--- src/rtl/bus_timer_pkg.sv ---
// Shared definitions for bus_timer: FSM states, register offsets, CTRL field positions
// and MODE encodings. Imported by the timer, the CPU bridge and the testbench.
package bus_timer_pkg;

    typedef enum logic [1:0] {
        ST_IDLE = 2'd0,
        ST_LOAD = 2'd1,
        ST_CNT  = 2'd2,
        ST_INT  = 2'd3
    } bt_state_e;

    localparam logic [1:0] OFF_CTRL   = 2'd0;
    localparam logic [1:0] OFF_PRESET = 2'd1;
    localparam logic [1:0] OFF_COUNT  = 2'd2;
    localparam logic [1:0] OFF_RSVD   = 2'd3;

    localparam int CTRL_EN_BIT   = 0;
    localparam int CTRL_MODE_LSB = 1;
    localparam int CTRL_MODE_MSB = 2;
    localparam int CTRL_IM_BIT   = 3;

    localparam logic [1:0] MODE_ONE_SHOT    = 2'b00;
    localparam logic [1:0] MODE_AUTO_RELOAD = 2'b01;

    // MODE 1x behaves as one-shot, so only the exact auto-reload code counts.
    function automatic logic mode_is_auto(input logic [1:0] mode);
        return mode == MODE_AUTO_RELOAD;
    endfunction

endpackage

--- src/rtl/bus_timer.sv ---
// Memory-mapped down-counting timer with CTRL/PRESET/COUNT registers and an interrupt.
// Define BUS_TIMER_IRQ_EN to build the IM bit, the pending flag and the irq output.
//
// state   | meaning
// --------+------------------------------------------------------------
// ST_IDLE | waiting for ENABLE; COUNT holds its last value
// ST_LOAD | copy PRESET into COUNT
// ST_CNT  | decrement COUNT; leave on disable or when COUNT reaches 1/0
// ST_INT  | terminal count: one-shot clears ENABLE, auto-reload re-arms
module bus_timer
    import bus_timer_pkg::*;
#(
    parameter logic [31:0] ADDR_BASE = 32'h0000_7F00
) (
    input  logic        clk,
    input  logic        reset,
    input  logic        sel,
    input  logic        we,
    input  logic [1:0]  addr,
    input  logic [31:0] wdata,
    output logic [31:0] rdata,
    output logic        irq
);

    if (ADDR_BASE[1:0] != 2'b00) begin : g_base_check
        $error("bus_timer: ADDR_BASE must be word aligned");
    end

    logic        ctrl_en_q, ctrl_en_d;
    logic [1:0]  mode_q, mode_d;
    logic [31:0] preset_q, preset_d;
    logic [31:0] count_q, count_d;
    bt_state_e   state_q, state_d;
    logic        wr_ctrl, wr_preset;
    logic        fsm_clr_en;
    logic        im_rd;

    assign wr_ctrl   = sel & we & (addr == OFF_CTRL);
    assign wr_preset = sel & we & (addr == OFF_PRESET);

    always_comb begin
        state_d    = state_q;
        count_d    = count_q;
        fsm_clr_en = 1'b0;
        case (state_q)
            ST_IDLE: begin
                if (ctrl_en_q) state_d = ST_LOAD;
            end
            ST_LOAD: begin
                count_d = preset_q;
                state_d = ST_CNT;
            end
            ST_CNT: begin
                if (!ctrl_en_q) begin
                    state_d = ST_IDLE;
                end else if (count_q <= 32'd1) begin
                    // Saturate at zero so a PRESET of 0 never wraps.
                    count_d = 32'd0;
                    state_d = ST_INT;
                end else begin
                    count_d = count_q - 32'd1;
                end
            end
            ST_INT: begin
                state_d    = ST_IDLE;
                fsm_clr_en = ~mode_is_auto(mode_q);
            end
            default: state_d = ST_IDLE;
        endcase
    end

    // A CPU write to CTRL overrides the FSM clearing ENABLE on the same edge.
    always_comb begin
        ctrl_en_d = ctrl_en_q & ~fsm_clr_en;
        mode_d    = mode_q;
        preset_d  = preset_q;
        if (wr_ctrl) begin
            ctrl_en_d = wdata[CTRL_EN_BIT];
            mode_d    = wdata[CTRL_MODE_MSB:CTRL_MODE_LSB];
        end
        if (wr_preset) preset_d = wdata;
    end

    always_ff @(posedge clk or negedge reset) begin
        if (!reset) begin
            ctrl_en_q <= 1'b0;
            mode_q    <= MODE_ONE_SHOT;
            preset_q  <= 32'd0;
        end else begin
            ctrl_en_q <= ctrl_en_d;
            mode_q    <= mode_d;
            preset_q  <= preset_d;
        end
    end

    always_ff @(posedge clk or negedge reset) begin
        if (!reset) begin
            state_q <= ST_IDLE;
            count_q <= 32'd0;
        end else begin
            state_q <= state_d;
            count_q <= count_d;
        end
    end

`ifdef BUS_TIMER_IRQ_EN
    logic im_q, im_d;
    logic pend_q, pend_d;
    logic pend_set, pend_drop;

    // Pending rises on entry to ST_INT; auto-reload drops it again on exit.
    assign pend_set  = (state_q == ST_CNT) & ctrl_en_q & (count_q <= 32'd1);
    assign pend_drop = (state_q == ST_INT) & mode_is_auto(mode_q);

    always_comb begin
        im_d   = wr_ctrl ? wdata[CTRL_IM_BIT] : im_q;
        pend_d = pend_q;
        if (wr_ctrl | wr_preset) pend_d = 1'b0;
        if (pend_set) begin
            pend_d = 1'b1;
        end else if (pend_drop) begin
            pend_d = 1'b0;
        end
    end

    always_ff @(posedge clk or negedge reset) begin
        if (!reset) begin
            im_q   <= 1'b0;
            pend_q <= 1'b0;
        end else begin
            im_q   <= im_d;
            pend_q <= pend_d;
        end
    end

    assign irq   = pend_q & im_q;
    assign im_rd = im_q;
`else
    assign irq   = 1'b0;
    assign im_rd = 1'b0;
`endif

    always_comb begin
        rdata = 32'd0;
        case (addr)
            OFF_CTRL: begin
                rdata[CTRL_EN_BIT]                 = ctrl_en_q;
                rdata[CTRL_MODE_MSB:CTRL_MODE_LSB] = mode_q;
                rdata[CTRL_IM_BIT]                 = im_rd;
            end
            OFF_PRESET: rdata = preset_q;
            OFF_COUNT:  rdata = count_q;
            OFF_RSVD:   rdata = 32'd0;
            default:    rdata = 32'd0;
        endcase
    end

endmodule

--- config.mk ---
export PLATFORM = sky130hd
export DESIGN_NAME = bus_timer
export DESIGN_NICKNAME = d
export VERILOG_FILES = /design/src/rtl/bus_timer_pkg.sv /design/src/rtl/bus_timer.sv
export SDC_FILE = /design/constraint.sdc
export NUM_CORES = 1
export LEC_CHECK = 0
export CORE_MARGIN = 5
export CORE_UTILIZATION = 45
export CTS_CLUSTER_SIZE = 10
export DETAILED_ROUTE_END_ITERATION = 7
export HOLD_SLACK_MARGIN = 0.12
export PLACE_DENSITY = 0.73
export SYNTH_ARGS = -nofsm -noshare
export SYNTH_HDL_FRONTEND = slang
export SYNTH_SLANG_ARGS = --single-unit
--- constraint.sdc ---
create_clock -name clk -period 2.85 [get_ports clk]
set_clock_uncertainty 0.2 [all_clocks]
set_input_delay 0.57 -clock clk [delete_from_list [all_inputs] [get_ports clk]]
set_output_delay 0.57 -clock clk [all_outputs]
set_load 0.01 [all_outputs]
## Yosys cells after proc, flatten, opt, wreduce, memory -nomap -nowiden

Cells that the tools add are included.

| word-level totals | value |
|---|---|
| bits in registers | 69 |
| bits of input ports | 38 |
| output and inout bits | 33 |
| word-level logic and storage cells | 39 |

| operators by class | value |
|---|---|
| $add $sub $neg | 1 |
| order comparisons | 1 |
| equal/unequal tests | 10 |
| mux-type cells | 11 |
| bitwise operators | 6 |
| reductions and logical operators | 5 |

Operator list:

| cell | number |
|---|---|
| $mux W32 | 2 |
| $pmux W32 S2 | 1 |
| $pmux W28 S2 | 1 |
| $le A32 B1 Y1 const B | 1 |
| $sub A32 B1 Y32 const B | 1 |
| $pmux W4 S4 | 1 |
| $eq A2 B2 Y1 const B | 4 |
| $pmux W2 S4 | 1 |
| $eq A2 B1 Y1 const B | 3 |
| $mux W2 | 3 |
| $and A1 B1 Y1 | 4 |
| $logic_not A2 Y1 | 2 |
| $ne A2 B2 Y1 const B | 2 |
| $reduce_and A2 Y1 | 2 |
| $ne A3 B3 Y1 const B | 1 |
| $mux W1 | 2 |
| $not A1 Y1 | 2 |
| $reduce_bool A2 Y1 | 1 |

## Longest topological paths before layout

| depth | value |
|---|---|
| depth in word-level cells | 6 |
| depth in mapped cells | 8 |
| gate-level depth less buffers | 7 |

## Least setup slack after synthesis

OpenSTA, ideal clock, no wires.

| path | value |
|---|---|
| path type | input-to-output |
| start | input port addr[1] |
| end | output port rdata[0] |
| arrival time | 1.650 ns |
| required time | 2.080 ns |
| setup slack | 0.430 ns |
| stages on the path | 6 |
| path buffers | 2 |
| cells stage by stage | inv_1 > ha_1 > clkbuf_1 > clkbuf_1 > a22oi_1 > o21ai_0 |

| between the ends | value |
|---|---|
| longest elaborated chain between the ends | 2 |
| elaborated cells between the ends (all ways) | 5 |
| classes of those cells | eq/ne (3); mux (1); reduce/logical (1) |

Ends and longest elaborated chain:

| item | line | source |
|---|---|---|
| from (decl) | bus_timer.sv:19 | `input logic [1:0] addr,` |
| $eq A2 B2 Y1, or another cell as far along | bus_timer.sv:145 | `case (addr)` |
| $pmux W4 S4 * | bus_timer.sv:145 |  |
| to (decl) | bus_timer.sv:21 | `output logic [31:0] rdata,` |

Every way passes the cells marked *; elsewhere a longest branch is shown, timed or not.

## Worst setup path in the final report

| path | value |
|---|---|
| start | input port addr[1] |
| end | output port rdata[1] |

The elaborated chain is that of the path after synthesis.

==> flow_metrics.py <==
metrics = {
    "status": {
        "outcome": "complete, no violations",
    },
    "power": {
        "static-leakage-power_nw": 2.322,
        "clkPwrFrac": 0.210,
        "peakVddDrop_mv": 0.4126,
        "p_seq_frac": 0.380,
        "power.density_mw_per_mm2": 842.0,
        "total_power_mw": 4.726,
        "swShare": 0.4069,
        "p_int_mw": 2.803,
        "p_comb_frac": 0.410,
        "power_switching_mw": 1.923,
    },
    "timing": {
        "fin_ws_ns": 0.1561,
        "worst_pin_slew_ns": 0.6346,
        "maxSlewViolCount": 0,
        "finalCritPeriodShare": 0.9452,
        "period_minus_slack_ns": 2.694,
        "slew_headroom": 0.5730,
        "grt_setup_unrepaired": "false",
        "max_clock_freq_mhz": 371.2,
        "setup_violations": 0,
        "setup_tns_ns": 0,
        "finalHoldViolations": 0,
    },
    "synthesis": {
        "synth_cell_types": 53,
        "synth_edf_count": 0,
        "netlist_area_mm2": 0.004292,
        "ys.flop_type": "dfrtp_1",
        "ys_ff_latch": 69,
        "synth_top_area_cell": "dfrtp_1",
        "synth_top_cells_by_area": "dfrtp_1, mux2_2, a22oi_1",
        "synth.avg_cell_area_um2": 9.350,
        "syn_nets": 503,
        "synth_top_area_frac": 0.4023,
        "yosysSeqAreaShare": 0.4023,
        "yosysWarnings": 0,
        "synthCells": 459,
        "ys_async_sr_fraction": 1.000,
    },
    "die": {
        "num_io_pins": 71,
        "core_area_mm2": 0.009284,
        "rows": 35,
        "die_x_um": 107.7,
        "die_h_um": 107.7,
        "design.die.area_mm2": 0.01159,
        "start_util": 0.4623,
    },
    "drt": {
        "firstDrtPassIters": 6,
        "vias_per_cell": 6.190,
        "ant_nets": 0,
        "wl_per_cell_um": 19.45,
        "dr_total_vias": 4172,
        "route.detailed.drc": 0,
        "wl_um": 13110,
        "drt_iter0_markers": 300,
    },
    "cells_and_area": {
        "fin_nets": 584,
        "drive_above_1_share": 0.2183,
        "final_cell_mix": "dfrtp_1, a22oi_1, clkdlybuf4s50_1",
        "layout_commonest_cell": "dfrtp_1",
        "utilization": 0.6046,
        "fin_area_mm2": 0.005613,
        "diodes": 0,
        "syn_to_final_growth_pct": 30.79,
    },
    "placed_design": {
        "dp_hpwl_um": 8926,
        "pre_cts_ws_ns": -0.3637,
        "port_buffers": 69,
        "gp_congestion": 0.9294,
        "postPlaceCellArea_mm2": 0.005321,
    },
    "grt": {
        "grt_pass1_wl_um": 21490,
        "grt_max_degree": 70,
        "grt_usage": 0.2340,
        "antenna_found_initial": 0,
        "grt_overflow": 0,
        "grt_pass1_vias": 4222,
    },
    "cts": {
        "cts_tree": "built",
        "clockBufferDepth": 2,
        "clockRootBuffer": "clkbuf_8",
        "clkLatencyLatePin_ns": 0.36,
        "cts_inserted_buffers": 9,
        "cts.clk_slew.worst_paths_ns": 0.07,
        "cts.sinks": 69,
        "cts_setup_buffers": 0,
        "htree_levels": 3,
    },
    "worst_setup_path": {
        "slowest_stage": "dlygate4sd2_1",
        "cp_data_arrival_time_ns": 1.92,
        "max_stage_delay_ns": 0.30,
        "reg2regPathDepth": 5,
        "worstPathCellList": "dlygate4sd2_1 > inv_2 > buf_4 > ha_1 > a221oi_1 > a21oi_1 > dlygate4sd2_1",
        "critPathRequiredTime_ns": 2.08,
        "crit_fanout": 7,
        "cp-end-kind": "output pin",
        "start_kind": "primary input",
        "path_class": "in -> out",
        "cpMostUsedCell": "dlygate4sd2_1",
    },
    "flow_run": {
        "cap_viol_max_count": 0,
    },
    "worst_hold_path": {
        "hold_class": "reg -> reg",
        "whs_path_depth": 1,
    },
}
[cell usage after synthesis, drive strengths merged (3+ instances only)]
cell	n
o41ai	3
ha	6
nand2b	3
inv	12
nor3	11
a21oi	10
dfrtp	69
o211ai	11
a31oi	5
nand4	32
buf	10
o21ai	9
o311ai	3
nor4	17
nor2	16
or3	9
nand2	28
a32oi	4
a22oi	46
and3	7
mux2	33
nand3	25
clkbuf	31
or4	8
nor2b	30
[cell type report]
cell class | instances | area (um2)
clock inverters | 6 | 110.1
repair buffers | 111 | 1055
flip-flops and latches | 69 | 1727
multi-input cells | 337 | 2377
well taps | 129 | 161.4
clock buffers | 10 | 137.6
fillers | 839 | 3671
inverters | 12 | 45.04
[sequential cells by signal (all words and copies together) (netlist names)]
register	cells
count_q	32
preset_q	32
mode_q	2
state_q	2
ctrl_en_q	1
[metal layers]
layer | vias to the layer above | global-route usage | wire length [um]
met5 | - | 0 | 0
met4 | 0 | 0.09107 | 257
met3 | 25 | 0.03539 | 833
met2 | 170 | 0.3952 | 6432
met1 | 2060 | 0.3008 | 5583
li1 | 1917 | - | -
[repair_timing]
action	in CTS	in global routing
pin swaps	0	0
gates resized for setup	58	4
hold endpoints to repair	69	0
setup endpoints to repair	32	3
hold buffers	1	0
[power by group through the flow]
stage / Combinational (mW) / Sequential (mW) / Clock [mW]
final: 1.94 / 1.79 / 0.994
after global routing: 2.13 / 1.85 / 1.04
after CTS: 1.93 / 1.77 / 1.01
after detailed placement: 1.93 / 1.78 / 0
after global placement: 1.89 / 1.77 / 0
after floorplan: 1.36 / 1.60 / 0
[stage by stage]
step	cells	hold slack [ns]
CTS	674	0.3104
detailed placement	657	0.2931
global route	674	0.3184
finish	674	0.3094
floorplan	459	0.07441
global placement	657	0.2887
[cells by family (layout without fill, tap and decap cells)]
group,count (synthesis),in the layout,synth area share
AND/OR/NAND/NOR,197,197,0.2717
AO/OA/AOI/OAI,99,99,0.1668
flip-flops,69,69,0.4023
buffers and inverters,53,139,0.05189
multiplexers,34,34,0.08892
adder cells (fa/ha/maj),6,6,0.01749
other,1,1,0.0008738
[path summary, 6_finish.rpt]
check	start	to	slack (ns)
setup / recovery	addr[1]	rdata[1]	0.16
hold / removal	mode_q[0]	mode_q[0]	0.31
setup reg to reg	count_q[7]	count_q[25]	0.33
hold reg to reg	mode_q[0]	mode_q[0]	0.31
max in group asynchronous	reset	count_q[17]	1.57
min in group asynchronous	reset	preset_q[9]	0.57
[critical path, delay by kind of cell]
kind,cells,cell delay (ns)
compound gates,2,0.36
fa+ha+maj,1,0.25
buf+inv,4,0.75
Power figures use the tool's default switching activity.
